## config.mk

```make
export PLATFORM = sky130hd
export DESIGN_NAME = spi_controller
export DESIGN_NICKNAME = d
export VERILOG_FILES = /design/src/rtl/spi_pkg.sv /design/src/rtl/spi_phase_timer.sv /design/src/rtl/spi_controller.sv
export SDC_FILE = /design/constraint.sdc
export NUM_CORES = 1
export LEC_CHECK = 0
export CAP_MARGIN = 25
export CORE_MARGIN = 2
export CORE_UTILIZATION = 55
export CTS_CLUSTER_DIAMETER = 60
export CTS_CLUSTER_SIZE = 40
export DETAILED_ROUTE_END_ITERATION = 6
export PLACE_DENSITY = 0.77
export SETUP_SLACK_MARGIN = 0.05
export SLEW_MARGIN = 20
export SYNTH_ARGS = -nofsm -noshare
export SYNTH_HDL_FRONTEND = slang
export SYNTH_HIERARCHICAL = 1
export SYNTH_SLANG_ARGS = --single-unit
```

## constraint.sdc

```tcl
create_clock -name clk -period 2.6 [get_ports clk]
set_input_delay 0.52 -clock clk [delete_from_list [all_inputs] [get_ports clk]]
set_output_delay 0.52 -clock clk [all_outputs]
set_load 0.02 [all_outputs]
```

## src/rtl/spi_pkg.sv

```systemverilog
// Shared SPI frame constants, state encoding and frame payload type.
// Reused by the on-chip peripheral-side decode.
package spi_pkg;

  localparam int unsigned FRAME_BITS   = 16;
  localparam int unsigned ADDR_BITS    = 7;
  localparam int unsigned DATA_BITS    = 8;
  localparam int unsigned CNT_BITS     = 8;
  localparam int unsigned BIT_CNT_BITS = 5;

  typedef enum logic [2:0] {
    IDLE = 3'd0,
    LOW  = 3'd1,
    HIGH = 3'd2,
    HOLD = 3'd3,
    GAP  = 3'd4
  } spi_state_e;

  typedef struct packed {
    logic                 write;
    logic [ADDR_BITS-1:0] addr;
    logic [DATA_BITS-1:0] data;
  } spi_frame_t;

endpackage

```

## src/rtl/spi_phase_timer.sv

```systemverilog
// Loadable down-counter; expire is high while the count sits at zero.
module spi_phase_timer
  import spi_pkg::*;
(
  input  logic                clk,
  input  logic                rst_n,
  input  logic                load,
  input  logic [CNT_BITS-1:0] load_val,
  output logic                expire
);

  logic [CNT_BITS-1:0] count;

  always_ff @(posedge clk) begin
    if (!rst_n) begin
      count <= '0;
    end else if (load) begin
      count <= load_val;
    end else if (count != '0) begin
      count <= count - CNT_BITS'(1);
    end
  end

  assign expire = (count == '0);

endmodule

```

## src/rtl/spi_controller.sv

```systemverilog
// SPI mode-0 initiator: serialises one {write, addr, data} frame MSB-first.
// Define SPI_CTRL_CIPO_EN to add cipo capture into rdata during the data byte.
module spi_controller
  import spi_pkg::*;
#(
  parameter int unsigned CLK_DIV    = 4,
  parameter int unsigned GAP_CYCLES = 4
) (
  input  logic                 clk,
  input  logic                 rst_n,
  input  logic                 req_valid,
  output logic                 req_ready,
  input  logic                 req_write,
  input  logic [ADDR_BITS-1:0] req_addr,
  input  logic [DATA_BITS-1:0] req_data,
  output logic                 sclk,
  output logic                 copi,
  output logic                 ncs,
  output logic                 busy,
  output logic                 done
`ifdef SPI_CTRL_CIPO_EN
  ,
  input  logic                 cipo,
  output logic [DATA_BITS-1:0] rdata,
  output logic                 rdata_valid
`endif
);

  localparam logic [CNT_BITS-1:0]     DIV_LOAD = CNT_BITS'(CLK_DIV - 1);
  localparam logic [CNT_BITS-1:0]     GAP_LOAD = CNT_BITS'(GAP_CYCLES - 1);
  localparam logic [BIT_CNT_BITS-1:0] LAST_BIT = BIT_CNT_BITS'(FRAME_BITS - 1);

  spi_state_e              state;
  logic [FRAME_BITS-1:0]   shreg;
  logic [BIT_CNT_BITS-1:0] bit_cnt;
  spi_frame_t              frame_c;
  logic                    accept_c;
  logic                    expire;
  logic                    tmr_load_c;
  logic [CNT_BITS-1:0]     tmr_val_c;

  assign accept_c = req_valid && req_ready;
  assign frame_c  = '{write: req_write, addr: req_addr, data: req_data};
  // copi is the shift register MSB; clearing the register drives copi low in GAP
  assign copi     = shreg[FRAME_BITS-1];

  a_clk_div_legal: assert property (@(posedge clk) CLK_DIV >= 2);

  // Phase length selection: every phase reloads on entry, GAP uses its own length
  always_comb begin
    tmr_load_c = 1'b0;
    tmr_val_c  = DIV_LOAD;
    unique case (state)
      IDLE:      tmr_load_c = accept_c;
      LOW, HIGH: tmr_load_c = expire;
      HOLD: begin
        tmr_load_c = expire;
        tmr_val_c  = GAP_LOAD;
      end
      default:   tmr_load_c = 1'b0;
    endcase
  end

  spi_phase_timer u_timer (
    .clk      (clk),
    .rst_n    (rst_n),
    .load     (tmr_load_c),
    .load_val (tmr_val_c),
    .expire   (expire)
  );

  always_ff @(posedge clk) begin
    if (!rst_n) begin
      state     <= IDLE;
      sclk      <= 1'b0;
      ncs       <= 1'b1;
      busy      <= 1'b0;
      done      <= 1'b0;
      req_ready <= 1'b1;
      shreg     <= '0;
      bit_cnt   <= '0;
    end else begin
      done <= 1'b0;
      unique case (state)
        IDLE: begin
          if (accept_c) begin
            shreg     <= frame_c;
            ncs       <= 1'b0;
            busy      <= 1'b1;
            req_ready <= 1'b0;
            state     <= LOW;
          end
        end
        LOW: begin
          if (expire) begin
            sclk  <= 1'b1;
            state <= HIGH;
          end
        end
        HIGH: begin
          if (expire) begin
            sclk    <= 1'b0;
            bit_cnt <= bit_cnt + BIT_CNT_BITS'(1);
            if (bit_cnt == LAST_BIT) begin
              state <= HOLD;
            end else begin
              shreg <= {shreg[FRAME_BITS-2:0], 1'b0};
              state <= LOW;
            end
          end
        end
        HOLD: begin
          if (expire) begin
            ncs   <= 1'b1;
            shreg <= '0;
            done  <= 1'b1;
            state <= GAP;
          end
        end
        GAP: begin
          if (expire) begin
            busy      <= 1'b0;
            req_ready <= 1'b1;
            bit_cnt   <= '0;
            state     <= IDLE;
          end
        end
        default: state <= IDLE;
      endcase
    end
  end

`ifdef SPI_CTRL_CIPO_EN
  logic rise_q;

  // rise_q marks the first HIGH cycle; only the data-byte bits shift into rdata
  always_ff @(posedge clk) begin
    if (!rst_n) begin
      rise_q      <= 1'b0;
      rdata       <= '0;
      rdata_valid <= 1'b0;
    end else begin
      rise_q      <= (state == LOW) && expire;
      rdata_valid <= (state == HOLD) && expire;
      if (rise_q && (bit_cnt >= BIT_CNT_BITS'(FRAME_BITS - DATA_BITS))) begin
        rdata <= {rdata[DATA_BITS-2:0], cipo};
      end
    end
  end
`endif

endmodule

```

### Yosys cells after proc, flatten, opt, wreduce, memory -nomap -nowiden

Index checks and enable logic that the tools add are counted.

* word-level logic and storage cells: 70
* memories kept: 0
* ROM bits: 0
* register bits after elaboration: 37
* bits of input ports: 19
* bits in writable memories: 0
* bits in latches: 0

* bitwise logic cells: 1
* shifts and indexed selects: 0
* multiply operators: 0
* mux-type cells: 27
* add/sub/neg operators: 2
* reduce and logical (&&, ||, !) cells: 19
* equality and inequality tests: 11
* order comparisons: 0
* divide/modulo/power cells: 0

Operators with widths (number)
* 16-bit 2-to-1 mux: 4
* 16-bit case mux with 3 select lines: 1
* 3-bit 2-to-1 mux: 5
* 3-bit case mux with 5 select lines: 1
* 2-bit != test, second input constant: 6
* 3-bit AND reduction: 4
* 5-bit 2-to-1 mux: 2
* 1-bit case mux with 2 select lines: 5
* 5-bit case mux with 2 select lines: 1
* 5-bit AND reduction: 2
* 2-bit nonzero test: 5
* 8-bit logical NOT: 1
* 8-bit nonzero test: 1
* 8-bit by 1-bit subtractor with 8-bit output, second input constant: 1
* 3-bit by 2-bit == test with 1-bit output, second input constant: 2
* 2-bit 2-to-1 mux: 3
* 5-bit by 1-bit adder with 5-bit output, second input constant: 1
* 5-bit by 4-bit == test with 1-bit output, second input constant: 1
* 1-bit 2-to-1 mux: 5
* 3-bit by 1-bit == test with 1-bit output, second input constant: 1
* 3-bit == test, second input constant: 1
* 3-bit logical NOT: 1
* 3-bit nonzero test: 1
* 3-bit OR reduction: 1
* other kinds (4): 4

### Depth between registers and ports, before layout

Gate-level depths: netlist (run 1).

* word-level depth: 4
* depth in mapped cells: 12
* gate-level depth less buffers: 9

### Modules after synthesis

Netlist (run 1), hierarchy kept.

Modules (own cells, without submodules)
* spi_controller: sequential area each 580.6 µm², area each 1492.7 µm², cells an instance 170, instances 1
* spi_phase_timer: sequential area each 160.2 µm², area each 515.5 µm², cells an instance 63, instances 1

### Least setup slack after synthesis (run 1)

No wires, ideal clock.

* kind: register -> register
* start point: register u_timer.count[0]
* end point: register u_timer.count[6]
* clock period less this slack: 2.283 ns
* cell stages (with the launch flop): 13
* buffers on the path: 3
* data arrival time: 2.161 ns
* slack: 0.317 ns
* library setup time: 0.122 ns
* cell sequence: dfxtp_1 inv_1 ha_1 or3b_2 clkbuf_1 nor2_1 buf_4 o21ai_0 a21oi_1 clkbuf_1 nand3b_1 a21oi_1 nand3b_1

* longest elaborated chain between the ends: 3

Ends and longest elaborated chain
* start: declaration: RTL line spi_phase_timer.sv:12 `logic [CNT_BITS-1:0] count;`
* start signal: assignment: RTL line spi_phase_timer.sv:18 `count <= load_val;`
* start signal: assignment: RTL line spi_phase_timer.sv:20 `count <= count - CNT_BITS'(1);`
* 8-bit logical NOT: RTL line spi_phase_timer.sv:24 `assign expire = (count == '0);`
* via expire: RTL line spi_controller.sv:38 `logic expire;`
* 1-bit case mux with 2 select lines: RTL line spi_controller.sv:53 `unique case (state)`
* via tmr_load_c: RTL line spi_controller.sv:39 `logic tmr_load_c;`
* 2-bit OR reduction (no source line)

The timed path passes the listed nets, and every way through them passes these cells.
A chain may end at the register's enable or synchronous reset.

### Final worst setup path (run 1)

* start point: register u_timer.count[0]
* end point: register u_timer.count[5]

The elaborated chain is that of the path after synthesis.

==> results.txt, run 1 <==
CP Capture Type = register
Final worst setup slack = 0.3757 ns
Seq/Total Area, Yosys = 36.88%
Initial antenna violation count = 0
Worst Hold Class = register to register
Dominant cell type by area after synthesis = dfxtp_1
Fill cells = 302
Met1 Use GR = 25.90%
I/O Pins = 25
Number of global-route vias before repair = 1508
Setup TNS = 0 ns
Final Setup Violations = 0
Mapped Area = 2008 um^2
HP Start = shreg[0]
Gate Count Post-Synth = 233
Remaining DRCs = 0
Synth Warn # = 6
Yosys reg bits = 37
Hold Fails Final Rpt = 0
WHS Path Cells = 2
Max Clock Freq = 449.6 MHz
Share of the synthesized area in the top cell type = 36.88%
Nets = 283
Largest net degree at the start of global routing = 33
RSZ-0062 raised after global routing = no
Worst-path clk slew = 0.10 ns
Top Usage Layer GRT = met2
Post-synth EDFFs = 0
Total number of vias = 1704
GRT Util Overall = 19.62%
Worst reg2reg path depth = 11
WS Path Type = register to register
Cts hold-fix bufs = 0
Setup crit start kind = register
WP data required = 2.82 ns
CTS Sinks = 37
Core area = 3416 um^2
Area Growth Syn to Fin = 16.70%
Final core occ = 68.61%
# resized after CTS = 0
Die X = 64.43 um
Starting Density = 58.79%
DR WL/cell = 12.39 um
GR Util met3 = 4.861%
Met2 Resource Use GR = 30.47%
Worst r2r dst = u_timer/count[5]
Clock root buffer = clkbuf_4
Top-count cell post-synth = dfxtp_1
Overflow after GRT = 0
Proportion of layout cells with a drive suffix above 1 = 8.812%
Maximum vdd drop = 0.5790 mV
Syn Area/Cell = 8.619 um^2
Ant diodes = 0
Die footprint = 4151 um^2
FF-to-FF setup slack = 0.38 ns
Detailed placement HPWL = 2659 um
Max-cap viol count = 0
Netlist cell types = 49
1st-iter DRT viols = 92
Post-route minimum period = 2.224 ns
TritonCTS clock tree = done
First-pass detailed-route iteration total = 4
Ys async rst share = 0%
Pwr dens = 864.1 nW/um^2
Port bufs = 24
Global-route wire length before repair = 6444 um
Via/cell ratio = 5.550
Clk buf depth = 2
Leak = 1.017 nW
Crit share post-route = 85.55%
Slew Viols, Final = 0
Reg2reg start = u_timer/count[0]
Post-synth top flop = dfxtp_1
Min Hold Slack = 0.4725 ns
Run status = finished clean
Inst Count DP = 299
CP arrival = 2.44 ns
Clock Skew = 0.005886 ns
Most frequent cells after synthesis = 37 x dfxtp_1, 27 x nand2_1, 21 x inv_1
Non-filler cells, final = 307
Remaining antenna violation count = 0
H-Tree Level Count = 2
CP max FO = 11
Worst-skew pair later-pin latency = 0.34 ns
Gpl congestion = 0.7534
Total wire length = 3803 um
Std-Cell Rows = 21
CTS Buf Count = 5
Pre-CTS WS = 0.1776 ns
Hold endpoint = shreg[0]
Die H = 64.43 um
Post-CTS Setup Repair Bufs = 0
Top cells by area, synth = dfxtp_1 37%, o211a_1 7.5%, o311ai_1 6.5%, nand2_1 5.0%, inv_1 3.9%
-- kinds of logic (layout without fill, tap and decap cells) --
family	after synthesis	in the layout	synth area share (%)
buffers and inverters	41	61	9.221
XOR/XNOR	6	6	2.617
AND/OR/NAND/NOR	74	74	20.75
AO/OA/AOI/OAI	69	69	27.66
other	2	10	0.3740
flip-flops	37	37	36.88
adder cells (fa/ha/maj)	4	4	2.492
-- state kept, by name (all words and copies together) (netlist names) --
name and flops:
sclk 1, busy 1, shreg 16, ncs 1, bit_cnt 5, req_ready 1, u_timer/count 8, done 1
state 3
-- worst max-delay path, stage by stage (launching register included) --
cell	delay (ns)
dfxtp_1	0.35
inv_1	0.09
ha_1	0.16
or3b_4	0.43
nor2_2	0.13
buf_4	0.17
o21ai_0	0.09
a21oi_1	0.17
buf_4	0.18
nor2b_1	0.06
o21ai_2	0.12
a22oi_1	0.14
-- cells in the final DEF, fill, tap and decap left out, drive strengths merged, types with 3 or more instances in the layout --
cell type / netlist / routed
a21oi: 9 / 9
a22oi: 5 / 5
and2: 3 / 3
buf: 9 / 7
clkbuf: 10 / 8
clkdlybuf4s50: 0 / 24
conb: 2 / 10
dfxtp: 37 / 37
ha: 4 / 4
inv: 22 / 22
nand2: 27 / 27
nand2b: 3 / 3
nand3: 4 / 4
nand3b: 6 / 6
nor2: 7 / 7
nor2b: 6 / 6
nor3: 3 / 3
nor3b: 3 / 3
o211a: 15 / 15
o21ai: 12 / 12
o311ai: 17 / 17
xnor2: 6 / 6
-- worst max-delay path by stage --
| stage | from | depth (start not counted) | endpoint |
|---|---|---|---|
| global route | u_timer/count[0] | 11 | u_timer/count[5] |
| finish | u_timer/count[0] | 11 | u_timer/count[5] |
| CTS | u_timer/count[0] | 9 | shreg[1] |
| detailed placement | u_timer/count[0] | 9 | shreg[13] |
| floorplan | u_timer/count[0] | 12 | u_timer/count[6] |
| global placement | u_timer/count[0] | 9 | shreg[1] |
-- where the power goes --
part / switching (W) / total, W / internal, W
clock network: 0.000178 / 0.000285 / 0.000108
logic: 0.000493 / 0.000919 / 0.000426
registers: 0.000124 / 0.000821 / 0.000697
-- per-layer routing --
| metal | routed length [um] | share of wire, % |
|---|---|---|
| met4 | 60 | 1.6 |
| met2 | 1723 | 45 |
| met1 | 1884 | 50 |
| met3 | 134 | 3.5 |
| met5 | 0 | 0 |
-- layout make-up --
class / count / area (um^2) / area share (%)
flip-flops and latches: 37 / 740.7 / 31.61
clock buffers: 8 / 48.80 / 2.082
inverters: 22 / 82.58 / 3.524
well taps: 46 / 57.56 / 2.456
repair buffers: 31 / 296.5 / 12.65
multi-input cells: 163 / 1117 / 47.68
-- stage by stage --
step / area, um^2 / power, W
2_1_floorplan: 2038 / 0.001534
5_1_grt: 2344 / 0.002196
3_5_place_dp: 2286 / 0.001727
4_1_cts: 2335 / 0.002011
6_report: 2344 / 0.002025
3_3_place_gp: 2286 / 0.001702
Note: power is estimated with default switching activity, not from simulation.
==> run 2: changes to the inputs <==
--- a/config.mk
+++ b/config.mk
@@ -11,7 +11,7 @@
 export CTS_CLUSTER_DIAMETER = 60
 export CTS_CLUSTER_SIZE = 40
 export DETAILED_ROUTE_END_ITERATION = 6
-export PLACE_DENSITY = 0.77
+export PLACE_DENSITY = 0.79
 export SETUP_SLACK_MARGIN = 0.05
 export SLEW_MARGIN = 20
 export SYNTH_ARGS = -nofsm -noshare
==> results.txt, run 2 (synthesis results as in run 1) <==
Remaining antenna violation count = 0
CP arrival = 2.61 ns
Initial antenna violation count = 0
CTS Sinks = 37
Port bufs = 24
Fill cells = 305
Remaining DRCs = 0
Clock root buffer = clkbuf_4
FF+latch area = 740.7 um^2
Slowest-stage cell, CP = or3b_2
Combined area of the multi-input logic cells = 1112 um^2
Total number of vias = 1686
Die X = 64.43 um
Cts hold-fix bufs = 0
Pwr dens = 895.8 nW/um^2
Worst-skew pair later-pin latency = 0.35 ns
CP Capture Type = register
Leak = 1.041 nW
Worst Hold Class = register to register
Pre-CTS WS = 0.2027 ns
Max Clock Freq = 422.5 MHz
Detailed placement HPWL = 2693 um
Most flop-heavy register = shreg
Global-route wire length before repair = 6734 um
Std-Cell Rows = 21
Gpl congestion = 0.8256
H-Tree Level Count = 2
Top delay family on crit path = simple AND/OR/NAND/NOR gates
WP data required = 2.84 ns
Final Setup Violations = 0
Gate power share = 42.6%
Net Sw Power = 0.0007934 W
RSZ-0062 raised after global routing = no
Clock Skew = 0.01339 ns
Worst path max stage delay = 0.53 ns
Worst-path clk slew = 0.12 ns
Hold Fails Final Rpt = 0
TritonCTS clock tree = done
Die H = 64.43 um
Max-cap viol count = 0
Final worst setup slack = 0.2333 ns
Most common cell after layout, fill and taps aside = dfxtp_1
Largest regs = shreg: 16 flops, u_timer/count: 8 flops, bit_cnt: 5 flops
Ant diodes = 0
CP Cell Sequence = inv_1 -> ha_1 -> or3b_2 -> nor2_1 -> inv_2 -> o32ai_4 -> buf_6 -> o311ai_0 -> o211a_1
Most frequent cells in the layout = 37 x dfxtp_1, 27 x nand2_1, 24 x clkdlybuf4s50_1, 21 x inv_1
Clk buf depth = 2
Setup crit start kind = register
Internal power = 0.001341 W
Largest net degree at the start of global routing = 33
Starting Density = 58.79%
WS Path Type = register to register
Nets = 284
Area Growth Syn to Fin = 18.63%
Total wire length = 3893 um
WP buf/inv = 3
Core area = 3416 um^2
Slew Viols, Final = 0
DR WL/cell = 12.64 um
First-pass detailed-route iteration total = 4
Crit share post-route = 91.03%
Setup TNS = 0 ns
Overflow after GRT = 0
Run status = finished clean
Clock Power Share = 19.5%
Post-route minimum period = 2.367 ns
Via/cell ratio = 5.474
Max FFs per register = 16
CTS Buf Count = 5
Proportion of layout cells with a drive suffix above 1 = 9.542%
GRT Util Overall = 20.38%
Seq pwr share = 37.9%
CP max FO = 20
Die footprint = 4151 um^2
Maximum vdd drop = 0.4905 mV
Post-CTS Setup Repair Bufs = 0
I/O Pins = 25
1st-iter DRT viols = 100
Sw Share = 37.18%
Number of global-route vias before repair = 1517
run 2: cell types whose count changed in the layout (fill, tap and decap cells not counted):
cell / before / now
clkbuf_1: 3 / 1
buf_4: 6 / 7
bufinv_16: 0 / 1
clkbuf_8: 0 / 1
nor2_1: 6 / 7
nor2_2: 1 / 0
or3b_2: 0 / 1
or3b_4: 1 / 0
run 2: worst paths after layout:
path	slack, ns	start	end	cells past startpoint
max reg2reg	0.23	u_timer/count[0]	shreg[9]	9
max	0.23	u_timer/count[0]	shreg[9]	9
min	0.49	ncs	ncs	2
min reg2reg	0.49	ncs	ncs	2
run 2: what timing repair did:
| action | in CTS | in global routing |
|---|---|---|
| endpoints found under the setup margin | 0 | 1 |
| endpoints found under the hold margin | 0 | 0 |
| resized for setup | 0 | 1 |
run 2: routing by layer:
| metal | wire, um | vias up | global-route usage [%] |
|---|---|---|---|
| met4 | 56 | 0 | 7.181 |
| li1 | - | 892 | - |
| met2 | 1788 | 33 | 33.07 |
| met3 | 136 | 7 | 4.688 |
| met1 | 1911 | 754 | 26.64 |
| met5 | 0 | - | 0 |
run 2: worst reg2reg max path, cell delays in order (launching register included):
cell and delay (ns):
dfxtp_1 0.36, inv_1 0.09, ha_1 0.13, or3b_2 0.53, nor2_1 0.19, inv_2 0.10
o32ai_4 0.30, buf_6 0.22, o311ai_0 0.17, o211a_1 0.17
run 2: area by class of cell:
cell class | instances | share of cell area (%)
multi-input cells | 163 | 46.69
flip-flops and latches | 37 | 31.09
repair buffers | 32 | 12.76
clock inverters | 1 | 1.261
inverters | 22 | 3.466
clock buffers | 7 | 2.311
well taps | 46 | 2.416
run 2: power groups by stage:
stage	Clock (W)	Combinational, W	Sequential [W]
final	0.000416	0.000909	0.000809
after floorplan	0	0.000720	0.000814
after detailed placement	0	0.000903	0.000820
after CTS	0.000425	0.000909	0.000808
after global placement	0	0.000892	0.000816
after global routing	0.000441	0.00102	0.000829
run 2: per-stage QoR:
stage                     cell area [um^2]  hold WS (ns)  total power (W)  std cells  util, %
after global placement                2293        0.4545         0.001708        300    67.14
final                                 2382        0.4894         0.002134        308    69.74
after CTS                             2379        0.4902         0.002142        308    69.63
after global routing                  2382        0.5282         0.002293        308    69.74
after floorplan                       2038        0.4360         0.001534        241        -
after detailed placement              2293        0.4653         0.001724        300    67.14
==> run 3: changes to the inputs <==
--- a/config.mk
+++ b/config.mk
@@ -11,6 +11,7 @@
 export CTS_CLUSTER_DIAMETER = 60
 export CTS_CLUSTER_SIZE = 40
 export DETAILED_ROUTE_END_ITERATION = 6
+export MAX_ROUTING_LAYER = met4
 export PLACE_DENSITY = 0.79
 export SETUP_SLACK_MARGIN = 0.05
 export SLEW_MARGIN = 20
==> results.txt, run 3 (synthesis results as in run 1) <==
RSZ-0062 raised after global routing = no
Proportion of layout cells with a drive suffix above 1 = 9.542%
Number of global-route vias before repair = 1516
Worst Hold Class = register to register
CTS Sinks = 37
FF-to-FF setup slack = 0.24 ns
Hold Fails Final Rpt = 0
Non-filler cells, final = 308
Max Clock Freq = 423.9 MHz
Largest regs = shreg: 16 flops, u_timer/count: 8 flops, bit_cnt: 5 flops
Overflow after GRT = 0
Most frequent cells in the layout = 37 x dfxtp_1, 27 x nand2_1, 24 x clkdlybuf4s50_1, 21 x inv_1
Gpl congestion = 0.8380
Nets = 284
CP max FO = 20
Top delay family on crit path = simple AND/OR/NAND/NOR gates
Via/cell ratio = 5.490
Final worst setup slack = 0.2407 ns
Max FFs per register = 16
Final core occ = 69.74%
Setup crit start kind = register
Worst r2r dst = shreg[9]
Total number of vias = 1691
Die X = 64.43 um
Pre-CTS WS = 0.2027 ns
Slowest-stage cell, CP = or3b_2
Worst-path clk slew = 0.12 ns
Starting Density = 58.79%
Clk buf depth = 2
Std-Cell Rows = 21
Leak = 1.041 nW
Run status = finished clean
Post-CTS Setup Repair Bufs = 0
Initial antenna violation count = 0
Post-route minimum period = 2.359 ns
Clock root buffer = clkbuf_4
TritonCTS clock tree = done
Worst reg2reg path depth = 9
Largest net degree at the start of global routing = 33
CP Capture Type = register
Ant diodes = 0
CTS Buf Count = 5
Hold endpoint = ncs
First-pass detailed-route iteration total = 4
WP buf/inv = 3
GR Util met3 = 4.688%
WS Path Type = register to register
DR WL/cell = 12.60 um
Met1 Use GR = 26.64%
HP Start = ncs
Met2 Resource Use GR = 33.07%
Worst path max stage delay = 0.53 ns
Worst-skew pair later-pin latency = 0.35 ns
CP Cell Sequence = inv_1 -> ha_1 -> or3b_2 -> nor2_1 -> inv_2 -> o32ai_4 -> buf_6 -> o311ai_0 -> o211a_1
I/O Pins = 25
Pwr dens = 895.5 nW/um^2
H-Tree Level Count = 2
Most common cell after layout, fill and taps aside = dfxtp_1
Reg2reg start = u_timer/count[0]
Maximum vdd drop = 0.4902 mV
Cts hold-fix bufs = 0
Top Usage Layer GRT = met2
1st-iter DRT viols = 120
Most flop-heavy register = shreg
Core area = 3416 um^2
Clock Skew = 0.01367 ns
Detailed placement HPWL = 2693 um
Final Setup Violations = 0
Total wire length = 3881 um
Remaining DRCs = 0
Inst Count DP = 300
WP data required = 2.84 ns
Global-route wire length before repair = 6741 um
Die H = 64.43 um
Max-cap viol count = 0
Setup TNS = 0 ns
Slew Viols, Final = 0
Crit share post-route = 90.74%
Area Growth Syn to Fin = 18.63%
GRT Util Overall = 20.94%
Die footprint = 4151 um^2
Remaining antenna violation count = 0
CP arrival = 2.60 ns
WHS Path Cells = 2
Port bufs = 24
==> run 3: cell counts in the layout (fill, tap and decap cells not counted) <==
No cell type changed its count.
==> run 3: through the flow <==
step / total power (W) / hold WS (ns) / instance area [um^2]
floorplan: 0.001534 / 0.4360 / 2038
global placement: 0.001708 / 0.4545 / 2293
detailed placement: 0.001724 / 0.4653 / 2293
CTS: 0.002142 / 0.4902 / 2379
global route: 0.002293 / 0.5282 / 2382
finish: 0.002133 / 0.4894 / 2382
==> run 3: per-layer routing <==
metal / share of wire (%) / vias to the layer above / routed length (um)
met5: 0 / - / 0
met4: 1.4 / 0 / 53
met3: 3.6 / 9 / 138
met2: 46 / 36 / 1783
met1: 49 / 755 / 1905
li1: - / 891 / -
==> run 3: timing repair <==
item                                    4_1_cts  5_1_grt
endpoints found under the hold margin         0        0
resized for setup                             0        1
endpoints found under the setup margin        0        1
==> run 3: cell type report <==
class | instances | area [um^2]
multi-input cells | 163 | 1112
clock inverters | 1 | 30.03
well taps | 46 | 57.56
repair buffers | 32 | 304.0
fillers | 305 | 1033
flip-flops and latches | 37 | 740.7
inverters | 22 | 82.58
clock buffers | 7 | 55.05
==> run 3: worst min-delay path, cell delays in order (launching register included) <==
cell	delay, ns
dfxtp_1	0.34
nand2_1	0.05
nand3b_1	0.07
==> run 3: worst max-delay path by stage <==
| stage | from | to | slack, ns | cells after the start |
|---|---|---|---|---|
| global placement | u_timer/count[0] | shreg[9] | 0.33 | 9 |
| finish | u_timer/count[0] | shreg[9] | 0.24 | 9 |
| detailed placement | u_timer/count[0] | shreg[9] | 0.20 | 9 |
| floorplan | u_timer/count[0] | u_timer/count[6] | 0.32 | 12 |
| CTS | u_timer/count[0] | shreg[9] | 0.19 | 9 |
| global route | u_timer/count[0] | u_timer/count[4] | 0.08 | 11 |
==> run 3: report_power, final <==
| part | total, W | leakage, nW | internal, W | switching [W] |
|---|---|---|---|---|
| Combinational | 0.000908 | 0.691 | 0.000414 | 0.000493 |
| Clock | 0.000417 | 0.0455 | 0.000230 | 0.000187 |
| Sequential | 0.000809 | 0.304 | 0.000697 | 0.000112 |
| Total | 0.00213 | 1.04 | 0.00134 | 0.000793 |
